`src/rtl/mem_port_arbiter.sv`:
```
// Single-port memory arbiter: serialises fetch reads and data loads/stores onto one RAM port.
// Optional ARB_RR_EN: round-robin tie-breaking instead of fixed data-over-fetch priority.
module mem_port_arbiter #(
    parameter int unsigned DATA_WIDTH = 32,
    parameter int unsigned ADDR_WIDTH = 32,
    parameter int unsigned MEM_LAT    = 2
) (
    input  logic                  clk,
    input  logic                  rst,

    input  logic                  if_req,
    input  logic [ADDR_WIDTH-1:0] if_addr,
    output logic [DATA_WIDTH-1:0] if_rdata,
    output logic                  if_valid,

    input  logic                  d_req,
    input  logic                  d_we,
    input  logic [3:0]            d_be,
    input  logic [ADDR_WIDTH-1:0] d_addr,
    input  logic [DATA_WIDTH-1:0] d_wdata,
    output logic [DATA_WIDTH-1:0] d_rdata,
    output logic                  d_valid,

    output logic                  mem_en,
    output logic                  mem_we,
    output logic [3:0]            mem_be,
    output logic [ADDR_WIDTH-1:0] mem_addr,
    output logic [DATA_WIDTH-1:0] mem_wdata,
    input  logic [DATA_WIDTH-1:0] mem_rdata,

    output logic                  cpu_stall
);

    typedef enum logic [1:0] {
        StIdle,
        StIssue,
        StWait
    } state_e;

    localparam logic [3:0] LatCnt = 4'(MEM_LAT);

    state_e          state_q;
    logic [3:0]      cnt_q;
    logic            owner_q;  // 1 = data port, 0 = fetch port
    logic            store_q;

    logic                  any_req;
    logic                  grant_data;
    logic [ADDR_WIDTH-1:0] sel_addr;
    logic                  sel_we;
    logic [3:0]            sel_be;
    logic [DATA_WIDTH-1:0] sel_wdata;
    logic                  unused_addr_bits;

`ifdef ARB_RR_EN
    logic last_owner_q;

    // On a tie the port that did not win last time goes first.
    always_comb begin
        grant_data = d_req & ~(if_req & last_owner_q);
    end
`else
    always_comb begin
        grant_data = d_req;
    end
`endif

    always_comb begin
        any_req   = if_req | d_req;
        sel_addr  = grant_data ? d_addr : if_addr;
        sel_we    = grant_data & d_we;
        sel_be    = sel_we ? d_be : 4'hF;
        sel_wdata = sel_we ? d_wdata : '0;
    end

    // Byte offset bits never reach the word-addressed RAM.
    assign unused_addr_bits = ^{if_addr[1:0], d_addr[1:0]};

    always_ff @(posedge clk or negedge rst) begin
        if (!rst) begin
            state_q   <= StIdle;
            cnt_q     <= '0;
            owner_q   <= 1'b0;
            store_q   <= 1'b0;
            mem_en    <= 1'b0;
            mem_we    <= 1'b0;
            mem_be    <= '0;
            mem_addr  <= '0;
            mem_wdata <= '0;
            if_valid  <= 1'b0;
            d_valid   <= 1'b0;
`ifdef ARB_RR_EN
            last_owner_q <= 1'b1;
`endif
        end else begin
            mem_en   <= 1'b0;
            mem_we   <= 1'b0;
            if_valid <= 1'b0;
            d_valid  <= 1'b0;
            unique case (state_q)
                StIdle: begin
                    if (any_req) begin
                        state_q   <= StIssue;
                        cnt_q     <= LatCnt;
                        owner_q   <= grant_data;
                        store_q   <= sel_we;
                        mem_en    <= 1'b1;
                        mem_we    <= sel_we;
                        mem_be    <= sel_be;
                        mem_addr  <= {sel_addr[ADDR_WIDTH-1:2], 2'b00};
                        mem_wdata <= sel_wdata;
`ifdef ARB_RR_EN
                        last_owner_q <= grant_data;
`endif
                    end
                end
                StIssue, StWait: begin
                    if (cnt_q == 4'd0) begin
                        state_q <= StIdle;
                    end else begin
                        state_q <= StWait;
                        cnt_q   <= cnt_q - 4'd1;
                        // Counter about to hit zero: next cycle is the response cycle.
                        if (cnt_q == 4'd1) begin
                            if_valid <= ~owner_q;
                            d_valid  <= owner_q;
                        end
                    end
                end
                default: state_q <= StIdle;
            endcase
        end
    end

    always_comb begin
        if_rdata  = if_valid ? mem_rdata : '0;
        d_rdata   = (d_valid && !store_q) ? mem_rdata : '0;
        cpu_stall = (if_req & ~if_valid) | (d_req & ~d_valid);
    end

endmodule
```
`config.mk`:
```
export PLATFORM = sky130hd
export DESIGN_NAME = mem_port_arbiter
export DESIGN_NICKNAME = d
export VERILOG_FILES = /design/src/rtl/mem_port_arbiter.sv
export SDC_FILE = /design/constraint.sdc
export NUM_CORES = 1
export LEC_CHECK = 0
export ABC_AREA = 0
export CORE_AREA = 2 2 107 109
export CTS_CLUSTER_SIZE = 8
export DETAILED_ROUTE_END_ITERATION = 8
export DIE_AREA = 0 0 109 111
export GPL_TIMING_DRIVEN = 1
export PLACE_DENSITY = 0.8
export SLEW_MARGIN = 40
export SYNTH_ARGS = -nofsm -noshare
export SYNTH_HDL_FRONTEND = slang
export SYNTH_SLANG_ARGS = --single-unit
export TNS_END_PERCENT = 5
```
`constraint.sdc`:
```
create_clock -name clk -period 4.1 [get_ports clk]
set_clock_uncertainty 0.15 [all_clocks]
set_input_delay 1.025 -clock clk [delete_from_list [all_inputs] [get_ports clk]]
set_output_delay 1.025 -clock clk [all_outputs]
set_load 0.05 [all_outputs]
```
==> flow_summary.toml, run 1 <==
[placed_design]
post-place-ws_ps = 453.9
port_buffers = 267
dpl.hpwl_mm = 9.815
gp_congestion = 0.7809
place_area_um2 = 6475
placed_cells = 756

[global_routing]
gr-usage-met2_pct = 37.23
overflow = 0
grt_pass1_wl_mm = 19.16
use_met1_pct = 20.82
antenna_found_initial = 3
grt_use_met3_pct = 6.878
grt_pass1_vias = 3641
grt_use_total_pct = 20.83
top_usage_layer = "met2"
grt_max_degree = 79

[layout]
multiInputGateArea_um2 = 1619
syn_to_final_growth_pct = 81.80
mostFrequentLayoutCells = "clkdlybuf4s50_1 (262), dfrtp_1 (78), and2_1 (66), nand2_1 (61), o21ai_0 (36)"
drive_gt1_share_pct = 4.610
finalNetCount = 764
stdcell_area_um2 = 6810
final_cells = 775
layout_commonest_cell = "clkdlybuf4s50_1"
fillers = 910
regArea_um2 = 1952

[power]
power_density_nw_per_um2 = 728.7
p_leak_nw = 2.965
ir_drop_mv = 0.4991

[yosys]
yosys_warnings = 0
avgSynthCellArea_um2 = 10.18
synth_area_leaders = "dfrtp_1 (52%), and2_1 (11%), mux2i_1 (8.0%)"
syn-cell-area_um2 = 3746
yosysTopAreaCellShare_pct = 52.10
ys_types = 35
yosysTopAreaCell = "dfrtp_1"
yosys_register_bits = 78
syn_inst = 368
yosysSeqAreaShare_pct = 52.10

[sta]
tightestPinTransition_ps = 729.2
finalHoldViolations = 0
finalSetupViolations = 0
setup_ws_ps = 458.3
slew_violations = 0
fmax_ghz = 0.2746
period_share_pct = 88.82
setup_tns_ps = 0
rsz0062_at_grt = "false"
min_period_ps = 3642
holdWs_ps = 299.5
relSlewSlack_pct = 51.39

[min_path]
whs_path_depth = 1
min_from = "owner_q"
min_path_type = "flip-flop to flip-flop"
whs_endpoint = "if_valid"

[detailed_routing]
final_antenna_net_count = 0
route.vias.total = 3672
drtIter0Drc = 134
vias_per_cell = 4.738
drt-pass1-iter-count = 4
wirelength_mm = 12.60
drc = 0
post_drt_wl_per_cell_um = 16.26

[clock_tree]
root_buffer = "clkbuf_16"
insertion_delay_ps = 330
cts_buffers = 9
clkSinkCount = 78
postCtsSetupBuffers = 0
ctsHtreeMaxLevel = 3
cts_hold_buf = 0
cts_max_path_buffers = 2
cts_tree = "built"
ctsResizeCount = 0
path_clk_slew_ps = 60

[critical_path]
regToRegStartpoint = "state_q[0]"
critPathLaunch = "mem_rdata[18]"
end_kind = "primary output"
rrSetupSlack_ps = 2200
arrival_ps = 2470
worstReg2RegEnd = "mem_addr[11]"
worstSetupStartpointType = "input port"
ff2ff_path_depth = 5
cp.required_ps = 2920
timing_worst_setup_path_type = "input port to primary output"
cp_max_fo = 2

[floorplan]
dieArea_um2 = 12100
fp.dieW_um = 109
pin_count = 274
num_rows = 39
chipHeight_um = 111
coreArea_um2 = 11080
initial_core_util_pct = 33.82

[run_status]
status = "finished clean"

[flow_run]
max_cap_viol_count = 0
through the flow:
stage,utilization (%),power [mW]
global route,61.48,5.210
CTS,61.41,5.004
global placement,58.42,4.038
finish,61.48,4.962
floorplan,-,3.107
detailed placement,58.45,4.106
metal layers:
metal	wire (µm)	up-vias
li1	-	1759
met1	4362	1705
met2	6676	185
met3	1196	23
met4	365	0
met5	0	-
state kept, by name (all words and copies together) (netlist names):
register	cells
mem_be	4
if_valid	1
cnt_q	4
mem_en	1
owner_q	1
store_q	1
mem_we	1
d_valid	1
mem_wdata	32
state_q	2
mem_addr	30
cell type report:
class / count / area share (%)
Inverter: 9 / 0.4961
Sequential cell: 78 / 28.66
Clock buffer: 9 / 3.307
Clock inverter: 7 / 1.507
Multi-Input combinational cell: 255 / 23.77
Antenna cell: 3 / 0.1102
Tap cell: 143 / 2.627
Timing Repair Buffer: 271 / 39.52
logic make-up (layout without fill, tap and decap cells):
kind of cell | after synthesis | after routing | share of synthesized area (%)
multiplexers | 30 | 30 | 8.016
flip-flops | 78 | 78 | 52.10
buffers and inverters | 36 | 296 | 4.976
other | 1 | 5 | 0.1001
adder cells (fa/ha/maj) | 3 | 3 | 1.002
AND/OR/NAND/NOR | 141 | 141 | 19.77
AO/OA/AOI/OAI | 79 | 79 | 14.03
synthesized netlist by cell type, drive strengths merged:
master / number
nor2b: 2
nand3b: 1
o311ai: 1
conb: 1
inv: 9
or4b: 1
o211a: 1
nor3: 1
o22a: 1
nor3b: 2
o22ai: 2
nand2: 62
o211ai: 1
and4: 1
nor2: 4
buf: 16
o21ai: 44
o31a: 1
clkbuf: 11
o221ai: 1
o2bb2ai: 1
a311oi: 1
dfrtp: 78
and2: 66
mux2i: 30
ha: 3
or4: 1
a22o: 25
power by group:
group | internal (mW) | switching [mW] | total [mW] | leakage, nW
clock network | 0.543 | 0.336 | 0.879 | 0.163
logic | 0.946 | 1.83 | 2.77 | 1.81
registers | 1.11 | 0.203 | 1.31 | 0.994
total | 2.60 | 2.36 | 4.96 | 2.97
worst max-delay path by stage:
stage | to | slack (ps) | cells past startpoint
5_1_grt | if_rdata[18] | 410 | 3
4_1_cts | d_rdata[13] | 450 | 3
3_5_place_dp | if_rdata[26] | 450 | 3
2_1_floorplan | cpu_stall | 720 | 4
6_report | if_rdata[18] | 460 | 3
3_3_place_gp | if_rdata[22] | 460 | 3
critical path, stage by stage:
cell	delay (ps)
clkdlybuf4s50_1	470
and2_1	120
clkdlybuf4s50_1	850
Note: power is estimated with default switching activity, not from simulation.
==> run 2: changes to the inputs <==
--- a/config.mk
+++ b/config.mk
@@ -6,12 +6,14 @@
 export NUM_CORES = 1
 export LEC_CHECK = 0
 export ABC_AREA = 0
-export CORE_AREA = 2 2 107 109
+export ABC_CLOCK_PERIOD_IN_PS = 4100
+export CORE_ASPECT_RATIO = 0.5
+export CORE_UTILIZATION = 38
+export CTS_BUF_LIST = sky130_fd_sc_hd__clkbuf_8
 export CTS_CLUSTER_SIZE = 8
 export DETAILED_ROUTE_END_ITERATION = 8
-export DIE_AREA = 0 0 109 111
 export GPL_TIMING_DRIVEN = 1
-export PLACE_DENSITY = 0.8
+export PLACE_DENSITY = 0.88
 export SLEW_MARGIN = 40
 export SYNTH_ARGS = -nofsm -noshare
 export SYNTH_HDL_FRONTEND = slang
==> flow_summary.toml, run 2 (synthesis gave the netlist of run 1 again) <==
[layout]
multiInputGateArea_um2 = 1619
largest_reg_flops = 32
fillers = 740
final_cells = 763
diodes = 0
regArea_um2 = 1953
syn_to_final_growth_pct = 77.99
drive_gt1_share_pct = 4.299
largestRegisters = "mem_wdata x32, mem_addr x30"
regMostFlops = "mem_wdata"
fin_util_pct = 70.12
stdcell_area_um2 = 6668
mostFrequentLayoutCells = "clkdlybuf4s50_1 (264), dfrtp_1 (77), and2_1 (66), nand2_1 (61), o21ai_0 (36)"
layout_commonest_cell = "clkdlybuf4s50_1"
finalNetCount = 764

[critical_path]
end_kind = "primary output"
critPathLaunch = "mem_rdata[30]"
ff2ff_path_depth = 7
cp.required_ps = 2920
worstSetupStartpointType = "input port"
timing_worst_setup_path_type = "input port to primary output"
cp_max_fo = 2
worstReg2RegEnd = "cnt_q[1]"
arrival_ps = 2440
rrSetupSlack_ps = 2100
regToRegStartpoint = "state_q[1]"

[global_routing]
antenna_found_initial = 0
grt_pass1_vias = 3532
grt_max_degree = 79
overflow = 0
grt_pass1_wl_mm = 17.93
grt_use_total_pct = 22.65

[detailed_routing]
wirelength_mm = 11.49
post_drt_wl_per_cell_um = 15.06
drc = 2
drt-pass1-iter-count = 6
final_antenna_net_count = 0
drtIter0Drc = 177
vias_per_cell = 4.691
route.vias.total = 3579

[power]
power_frac_comb_pct = 60.2
internal_power_mw = 2.332
ir_drop_mv = 0.5417
p_sw_mw = 2.267
p_leak_nw = 2.900
sequentialPowerShare_pct = 28.4
p_sw_share_pct = 49.30
clkPwrFrac_pct = 11.4
power_density_nw_per_um2 = 689.8

[placed_design]
placed_cells = 748
port_buffers = 267
place_area_um2 = 6482
dpl.hpwl_mm = 9.182
gp_congestion = 0.8094

[clock_tree]
cts_hold_buf = 0
cts_max_path_buffers = 2
root_buffer = "clkbuf_8"
postCtsSetupBuffers = 0
cts_tree = "built"
cts_buffers = 9
ctsHtreeMaxLevel = 3
ctsResizeCount = 0
insertion_delay_ps = 330
clkSinkCount = 78
path_clk_slew_ps = 70

[sta]
rsz0062_at_grt = "false"
tightestPinTransition_ps = 702.9
min_period_ps = 3614
finalSetupViolations = 0
finalHoldViolations = 0
fmax_ghz = 0.2767
setup_tns_ps = 0
relSlewSlack_pct = 53.14
period_share_pct = 88.15
slew_violations = 0

[run_status]
status = "complete, but fails checks"
violations = "design-rule violations"

[floorplan]
fp.dieW_um = 142.4
dieArea_um2 = 10280
num_rows = 25
initial_core_util_pct = 39.39
chipHeight_um = 72.21
pin_count = 274
coreArea_um2 = 9509

[min_path]
min_path_type = "flip-flop to flip-flop"
min_from = "owner_q"
whs_path_depth = 1
whs_endpoint = "if_valid"

[flow_run]
max_cap_viol_count = 0
run 2: critical path, cell delays in order:
cell,delay (ps)
clkdlybuf4s50_1,480
and2_1,120
clkdlybuf4s50_1,810
run 2: per-layer routing:
metal	track usage (%)	share of wire, %
met1	27.00	41
met2	42.05	53
met3	4.422	4.2
met4	6.571	1.6
met5	0	0
run 2: stage by stage:
stage	power, mW	worst slack [ps]	hold WS (ps)
floorplan	3.107	717.6	267.3
global placement	4.036	489.6	285.5
detailed placement	4.103	474.7	300.2
CTS	4.641	474.7	318.5
global route	4.845	429.2	351.3
finish	4.599	486.0	311.5
run 2: power groups by stage:
stage / clock network [mW] / logic (mW) / registers (mW)
after global placement: 0 / 2.74 / 1.29
after CTS: 0.544 / 2.79 / 1.30
after detailed placement: 0 / 2.79 / 1.32
after floorplan: 0 / 0.765 / 2.34
final: 0.526 / 2.77 / 1.30
after global routing: 0.578 / 2.92 / 1.35
run 2: area by class of cell:
| cell class | count | share of cell area [%] |
|---|---|---|
| Timing Repair Buffer | 271 | 40.63 |
| Sequential cell | 78 | 29.29 |
| Multi-Input combinational cell | 255 | 24.28 |
| Tap cell | 135 | 2.533 |
| Clock buffer | 12 | 2.477 |
| Inverter | 9 | 0.5067 |
| Clock inverter | 3 | 0.2815 |
run 2: worst max-delay path by stage:
stage	to	slack [ps]
after floorplan	cpu_stall	720
after global placement	d_rdata[13]	490
after detailed placement	d_rdata[24]	470
after CTS	d_rdata[24]	470
after global routing	if_rdata[30]	430
final	d_rdata[30]	490
==> run 3: changes to the inputs <==
--- a/config.mk
+++ b/config.mk
@@ -14,6 +14,7 @@
 export DETAILED_ROUTE_END_ITERATION = 8
 export GPL_TIMING_DRIVEN = 1
 export PLACE_DENSITY = 0.88
+export SKIP_LAST_GASP = 1
 export SLEW_MARGIN = 40
 export SYNTH_ARGS = -nofsm -noshare
 export SYNTH_HDL_FRONTEND = slang
==> results of run 3 <==
No change in the layout: final DEF, timing and power equal those of run 2.
